`config.mk`:
```
export PLATFORM = sky130hd
export DESIGN_NAME = mem_wb_writeback
export DESIGN_NICKNAME = d
export VERILOG_FILES = /design/src/rtl/mips_pkg.sv /design/src/rtl/wb_load_align.sv /design/src/rtl/mem_wb_writeback.sv
export SDC_FILE = /design/constraint.sdc
export NUM_CORES = 1
export LEC_CHECK = 0
export BUFFER_PORTS_ARGS = -buffer_cell sky130_fd_sc_hd__buf_4
export CAP_MARGIN = 20
export CELL_PAD_IN_SITES_DETAIL_PLACEMENT = 1
export CELL_PAD_IN_SITES_GLOBAL_PLACEMENT = 1
export CORE_UTILIZATION = 41
export CTS_BUF_LIST = sky130_fd_sc_hd__clkbuf_4
export DETAILED_ROUTE_END_ITERATION = 7
export PLACE_DENSITY_LB_ADDON = 0.1
export SYNTH_ARGS = -nofsm -noshare
export SYNTH_HDL_FRONTEND = slang
export SYNTH_SLANG_ARGS = --single-unit
```
`constraint.sdc`:
```
create_clock -name clock -period 3.65 [get_ports clock]
set_input_delay 0.1825 -clock clock [delete_from_list [all_inputs] [get_ports clock]]
set_output_delay 0.1825 -clock clock [all_outputs]
set_load 0.1 [all_outputs]
```
`src/rtl/mips_pkg.sv`:
```
// Shared MIPS pipeline encodings and the MEM/WB field bundle.
// The link fields exist only when WB_LINK_EN is defined.
package mips_pkg;
   localparam int DATA_W = 32;
   localparam int ADDR_W = 5;

   localparam logic [1:0] LD_BYTE = 2'b00;
   localparam logic [1:0] LD_HALF = 2'b01;
   localparam logic [1:0] LD_WORD = 2'b10;

   localparam logic [ADDR_W-1:0] REG_ZERO = 5'd0;

   typedef struct packed {
      logic              reg_write;
      logic              mem_to_reg;
      logic [1:0]        load_size;
      logic              load_unsigned;
      logic [1:0]        byte_offset;
      logic [DATA_W-1:0] alu_result;
      logic [DATA_W-1:0] read_data;
      logic [ADDR_W-1:0] write_address;
`ifdef WB_LINK_EN
      logic              link;
      logic [DATA_W-1:0] pc_plus8;
`endif
   } wb_fields_t;
endpackage

```
`src/rtl/wb_load_align.sv`:
```
// Combinational load lane select and sign/zero extension.
// Memory words are big-endian: byte offset 0 is bits [31:24].
module wb_load_align
   import mips_pkg::*;
(
   input  logic [DATA_W-1:0] raw_i,
   input  logic [1:0]        size_i,
   input  logic [1:0]        offset_i,
   input  logic              unsigned_i,
   output logic [DATA_W-1:0] value_o
);
   logic [3:0][7:0]  lanes;
   logic [7:0]       byte_sel;
   logic [15:0]      half_sel;

   assign lanes    = raw_i;
   // Packed lane 3 holds offset 0, so the lane index is the inverted offset.
   assign byte_sel = lanes[~offset_i];
   assign half_sel = offset_i[1] ? raw_i[15:0] : raw_i[31:16];

   always_comb begin
      value_o = raw_i;
      case (size_i)
         LD_BYTE: value_o = {{24{~unsigned_i & byte_sel[7]}}, byte_sel};
         LD_HALF: value_o = {{16{~unsigned_i & half_sel[15]}}, half_sel};
         LD_WORD: value_o = raw_i;
         default: value_o = raw_i;
      endcase
   end
endmodule

```
`src/rtl/mem_wb_writeback.sv`:
```
// MEM/WB pipeline register and write-back mux driving the register-file write port.
// Optional JAL/JALR link path enabled by defining WB_LINK_EN.
module mem_wb_writeback #(
   parameter int DATA_W = 32,
   parameter int ADDR_W = 5,
   parameter int CNT_W  = 32
) (
   input  logic              clock,
   input  logic              reset,
   input  logic              stall_in,
   input  logic              flush_in,
   input  logic              mem_valid,
   input  logic              mem_reg_write,
   input  logic              mem_mem_to_reg,
   input  logic [1:0]        mem_load_size,
   input  logic              mem_load_unsigned,
   input  logic [1:0]        mem_byte_offset,
   input  logic [DATA_W-1:0] mem_alu_result,
   input  logic [DATA_W-1:0] mem_read_data,
   input  logic [ADDR_W-1:0] mem_write_address,
`ifdef WB_LINK_EN
   input  logic              mem_link,
   input  logic [DATA_W-1:0] mem_pc_plus8,
`endif
   output logic [ADDR_W-1:0] reg_write_address,
   output logic [DATA_W-1:0] data,
   output logic              ctrl_reg_write,
   output logic              wb_fwd_valid,
   output logic [CNT_W-1:0]  retired_count
);
   import mips_pkg::*;

   wb_fields_t       wb_q, wb_d;
   logic             wb_valid_q, wb_valid_d;
   logic [CNT_W-1:0] retired_q, retired_d;
   logic [31:0]      load_val;

   always_comb begin
      wb_d       = wb_q;
      wb_valid_d = wb_valid_q;
      retired_d  = retired_q;
      // The instruction already in WB retires on any unstalled edge, flush or not.
      if (wb_valid_q && !stall_in) retired_d = retired_q + CNT_W'(1);
      if (flush_in) begin
         wb_valid_d = 1'b0;
      end else if (!stall_in) begin
         wb_valid_d            = mem_valid;
         wb_d.reg_write        = mem_reg_write;
         wb_d.mem_to_reg       = mem_mem_to_reg;
         wb_d.load_size        = mem_load_size;
         wb_d.load_unsigned    = mem_load_unsigned;
         wb_d.byte_offset      = mem_byte_offset;
         wb_d.alu_result       = mem_alu_result;
         wb_d.read_data        = mem_read_data;
         wb_d.write_address    = mem_write_address;
`ifdef WB_LINK_EN
         wb_d.link             = mem_link;
         wb_d.pc_plus8         = mem_pc_plus8;
`endif
      end
   end

   always_ff @(posedge clock or posedge reset) begin
      if (reset) begin
         wb_q       <= '0;
         wb_valid_q <= 1'b0;
         retired_q  <= '0;
      end else begin
         wb_q       <= wb_d;
         wb_valid_q <= wb_valid_d;
         retired_q  <= retired_d;
      end
   end

   wb_load_align u_align (
      .raw_i      (wb_q.read_data),
      .size_i     (wb_q.load_size),
      .offset_i   (wb_q.byte_offset),
      .unsigned_i (wb_q.load_unsigned),
      .value_o    (load_val)
   );

   always_comb begin
      data = wb_q.mem_to_reg ? load_val : wb_q.alu_result;
`ifdef WB_LINK_EN
      if (wb_q.link) data = wb_q.pc_plus8;
`endif
   end

   assign reg_write_address = wb_q.write_address;
   assign ctrl_reg_write    = wb_valid_q & wb_q.reg_write & (wb_q.write_address != REG_ZERO);
   assign wb_fwd_valid      = ctrl_reg_write;
   assign retired_count     = retired_q;
endmodule

```
# ---- Word-level counts from Yosys, hierarchy flattened
# Cells that the tools add are included.
dict set report totals {
  reg_bits 109
  wordCells 34
  output_inout_bits 71
  inputBits 81
}
dict set report op_classes {
  bitwise 8
  n_eq_ne 2
  n_lt_le_gt_ge 1
  n_reduce_logical 5
  mux 7
  addsub 1
}
# cell count
set ops {}
lappend ops {{case mux 32 bit (2 select lines)} 1}
lappend ops {{adder 32 x 1 -> 32 bit, second input constant} 1}
lappend ops {{two-way mux 32 bit} 1}
lappend ops {{binary-select mux 8 bit (select 2 bit)} 1}
lappend ops {{two-way mux 16 bit} 1}
lappend ops {{two-way mux 8 bit} 1}
lappend ops {{nonzero test 5 bit} 1}
lappend ops {{bitwise AND 1 bit} 4}
lappend ops {{< comparator 2 x 3 -> 1 bit, second input constant} 1}
lappend ops {{NOT 1 bit} 3}
lappend ops {{== test 2 x 1 -> 1 bit, second input constant} 1}
lappend ops {{logical NOT 2 bit} 1}
lappend ops {{two-way mux 1 bit} 2}
lappend ops {{inequality test 2 x 1 -> 1 bit, second input constant} 1}
lappend ops {{NOT 2 bit} 1}
lappend ops {{AND reduction 2 bit} 1}
lappend ops {{logical AND 1 bit} 1}
lappend ops {{logical NOT 1 bit} 1}

# ---- Depth between registers and ports, before layout
dict set report depth {
  word_depth 6
  ltp_mapped 6
  depth_no_buf 5
}

# ---- Cells and area by module
# Synthesis repeated with hierarchy kept, for this count alone.
dict set report unflattened {
  hier_cells 435
  hier_area_um2 5579.1
}
# module cells_each area_per_inst_um2 n_inst seq_area_each_um2
set by_module_without_submodules {}
lappend by_module_without_submodules {mem_wb_writeback 330 4760.8 1 2727.6}
lappend by_module_without_submodules {wb_load_align 105 818.3 1 0.0}

# ---- Worst setup path after synthesis
# No wires, ideal clock.
dict set report synth_path {
  path_type {register to output}
  startpoint {register wb_q[70] (netlist name)}
  endpoint {output port data[7]}
  path_stages_with_launch 6
  arrival_time_ps 2970
  required_time_ps 3467
  slack_ps 497
  path_buffers 1
  path_cell_list {dfrtp_1 clkbuf_1 nand2b_1 and3_1 or4_1 a41oi_1}
}
dict set report synth_between {
  elab_chain_cells 5
  word_cells_on_any_way 6
}
# element line
set synth_rtl {}
lappend synth_rtl {{start: declaration} mem_wb_writeback.sv:33} ;# wb_fields_t wb_q, wb_d;
lappend synth_rtl {{start signal: assignment} mem_wb_writeback.sv:69} ;# wb_q <= wb_d;
lappend synth_rtl {{NOT 2 bit} wb_load_align.sv:18} ;# assign byte_sel = lanes[~offset_i];
lappend synth_rtl {{binary-select mux 8 bit (select 2 bit)} wb_load_align.sv:18}
lappend synth_rtl {{two-way mux 8 bit (implied by the code)} wb_load_align.sv:18}
lappend synth_rtl {{case mux 32 bit (2 select lines) (*)} wb_load_align.sv:23} ;# case (size_i)
lappend synth_rtl {{two-way mux 32 bit (*)} mem_wb_writeback.sv:84} ;# data = wb_q.mem_to_reg ? load_val : wb_q.alu_result;
lappend synth_rtl {{end: declaration} mem_wb_writeback.sv:26} ;# output logic [DATA_W-1:0] data,
# Mark *: on every way between the ends. The rest lies on a longest branch, timed or not. The select of a mux whose other input is x is not followed.

# ---- Final worst setup path
dict set report layout_path {
  startpoint {register wb_q[70] (netlist name)}
  endpoint {output port data[14]}
}
dict set report layout_between {
  elab_chain_cells 6
  word_cells_on_any_way 7
}
# element line
set layout_rtl {}
lappend layout_rtl {{NOT 2 bit} wb_load_align.sv:18}
lappend layout_rtl {{binary-select mux 8 bit (select 2 bit)} wb_load_align.sv:18}
lappend layout_rtl {{two-way mux 8 bit (implied by the code)} wb_load_align.sv:18}
lappend layout_rtl {{bitwise AND 1 bit} wb_load_align.sv:24} ;# LD_BYTE: value_o = {{24{~unsigned_i & byte_sel[7]}}, byte_sel};
lappend layout_rtl {{case mux 32 bit (2 select lines) (*)} wb_load_align.sv:23}
lappend layout_rtl {{two-way mux 32 bit (*)} mem_wb_writeback.sv:84}
# Marks and branches as above.

==> results by group <==
Timing
  • Clk_skew: 12.29 ps
  • # setup viols final: 0
  • TNS Setup: 0 ps
  • Rel. slew slack: 0.4985
  • RSZ-0062 raised after global routing: no
  • Crit share post-route: 0.8370
  • Tightest Pin Transition: 749.5 ps
  • Final Hold Vio Count: 0
  • Crit path time final: 3055 ps
  • Max Slew Vio Count: 0
  • Peak Freq: 0.3273 GHz

Layout
  • Leading cell types in the layout, fill and taps excluded: buf_4, dfrtp_1, mux2_2, dlygate4sd3_1, nand2_1
  • Layout cells sized above 1: 0.3882
  • Commonest non-fill, non-tap cell in the layout: buf_4
  • P&R area growth vs syn: 42.13%
  • Register Area: 2729 um^2
  • Fill count: 1328
  • Nets: 770
  • Finished Cell Area: 7467 um^2
  • Area of the multi-input gates: 2387 um^2
  • Diode count: 0

Floorplanning
  • FP Rows: 40
  • Die Wd: 115.2 um
  • Total die area: 13270 um^2
  • CORE AREA: 12260 um^2
  • Io pins: 152
  • Initial Utilization: 0.4285
  • Die Y: 115.2 um

Route
  • Met3 wire len: 768 um
  • Final wirelength: 16190 um
  • DR pass1 iterations: 4
  • Drt wl/cell: 18.81 um
  • Via count: 4407
  • Max layer used: met4
  • DRC viols: 0
  • WL met1: 6825 um
  • Vias/cell: 5.118
  • Remaining antenna violation count after routing: 0
  • DRT iter0 DRCs: 206
  • Met2 wire len: 8282 um

Worst setup path
  • Top delay family on crit path: simple AND/OR/NAND/NOR gates
  • Worst-path cell chain: mux2_2, nor2_1, nor4_1, nor2_1, a21oi_1, buf_4
  • Worst path most repeated cell: nor2_1
  • R2R setup slack: 1410 ps
  • CP max stage delay: 730 ps
  • Critical Path Fanout Max: 16
  • Worst R2R Path Depth: 5
  • RR Startpoint: wb_valid_q
  • WP buf/inv: 1
  • Critical R2R Capture: retired_count[28]
  • Worst Path Arrival: 2870 ps
  • CP max stage cell: dfrtp_1
  • Worst setup SP type: register
  • Critical Path RT: 3470 ps
  • Critical path class: reg2out
  • Setup crit end kind: output port

GRT
  • Grt ovf: 0
  • GRT Util Overall: 0.2604
  • Initial antenna violation count: 0
  • Largest net degree at the start of global routing: 110
  • Number of global-route vias before repair: 4898
  • First-pass GRT wire length: 25920 um

Synthesis
  • Cells after synthesis: 469
  • Cell taking the most area after synthesis: dfrtp_1
  • Main area contributors after synthesis: dfrtp_1, mux2_2, nand2_1, xnor2_1, o21ai_0
  • Dominant synthesized flop cell: dfrtp_1
  • Syn_area_per_cell: 11.20 um^2
  • Synth cell types: 38
  • Post-synth top area share: 0.5192
  • Synth Register Bits: 109
  • Mapped cell area: 5254 um^2
  • Syn. warnings: 0
  • Register area share after synthesis: 0.5192
  • Post-synth EDFFs: 0
  • Synthesized net count: 551
  • Async SR Flop Fraction: 1.000

Power and ir drop
  • Leak: 3.406 nW
  • P per Cell Area: 529.7 nW/um^2
  • Worst vdd ir: 0.4948 mV

Clocking
  • CTS sink count: 109
  • CTS buffer count: 9
  • Post_cts resized: 0
  • CTS root buf: clkbuf_4
  • Post-CTS setup buffers: 0
  • Htree depth: 3
  • TritonCTS clock tree: built
  • CTS Hold Bufs: 79
  • Clk_lat worst skew: 500 ps
  • Clock Pin Slew Worst Setup and Hold Paths: 160 ps
  • Maximum root-to-sink buffer count: 2

Worst hold path
  • Hold Startpoint: stall_in
  • Worst Hold Path Cells: 3
  • End of the worst hold path: retired_count[0]
  • Worst hold path type: in2reg

Placement
  • Post-DP Area: 6543 um^2
  • Placer Congestion: 0.7735
  • HPWL Detailed: 10370 um
  • PortBufs: 151

Status
  • Status: complete, no violations

Job
  • Max Cap Viol: 0
==> worst register-to-register path, stage by stage, from the launching register on <==
cell and delay (ps):
dfrtp_1 460, nor2b_1 410, nand4_1 380, or3_4 530, nor3_2 210, xor2_1 190
==> synth_stat cells, drive strengths merged, types with 3 or more instances <==
master and number:
a21oi 15, a22oi 4, a2bb2oi 4, and3 3
buf 10, clkbuf 19, dfrtp 109, inv 4
mux2 85, mux2i 4, mux4 3, nand2 73
nand2b 3, nand3 10, nand3b 8, nand4 10
nor2 24, nor2b 3, nor3 6, o21ai 26
xnor2 22, xor2 9
==> layer usage <==
metal  GRT usage  vias up
met5           0        -
met4     0.08918        0
met3     0.05693       26
met2      0.4570      113
met1      0.3165     2201
li1            -     2067
==> where the power goes <==
group          switching [mW]  total [mW]  internal [mW]
clock                   0.412       0.616          0.204
sequential              0.173        1.52           1.35
combinational            1.29        1.82          0.522
total                    1.88        3.96           2.08
==> cell families after synthesis <==
logic type,after synthesis,synth area share
muxes,92,0.2027
buffers and inverters,33,0.02786
AOI/OAI and AO/OA,52,0.05644
and+or+nand+nor,151,0.1398
DFF,109,0.5192
adders and majority gates,1,0.002381
xor gates and xnor gates,31,0.05168
==> through the flow <==
stage / std cells / hold WS (ps) / total power [mW] / setup slack, ps / utilization
3_5_place_dp: 766 / 378.2 / 3.272 / 1201 / 0.5336
6_report: 861 / 123.6 / 3.955 / 595.1 / 0.6090
4_1_cts: 861 / 31.09 / 3.965 / 610.5 / 0.6090
3_3_place_gp: 766 / 367.6 / 3.238 / 1290 / 0.5336
5_1_grt: 861 / 88.26 / 4.121 / 362.3 / 0.6090
2_1_floorplan: 469 / 248.9 / 2.857 / 497.3 / -
==> worst max path at each step <==
stage,slack (ps),to,startpoint,cells after the start
after floorplan,500,data[7],wb_q[70],5
final,600,data[14],wb_q[70],6
after global placement,1290,data[15],wb_q[70],6
after global routing,360,data[14],wb_q[70],6
after detailed placement,1200,data[14],wb_q[70],6
after CTS,610,data[14],wb_q[70],6
==> registers in the layout (all words and copies together), names as in the netlist <==
name / flops
reg_write_address: 5
retired_count: 32
wb_q: 71
wb_valid_q: 1
==> cell type report <==
| type | instances | area share |
|---|---|---|
| sequential | 109 | 0.3654 |
| timing repair buffer | 237 | 0.2664 |
| clock buffer | 9 | 0.009048 |
| inverter | 4 | 0.002346 |
| clock inverter | 7 | 0.008881 |
| multi-input combinational | 327 | 0.3197 |
| tap | 168 | 0.02815 |
(Power assumes the default switching activity.)
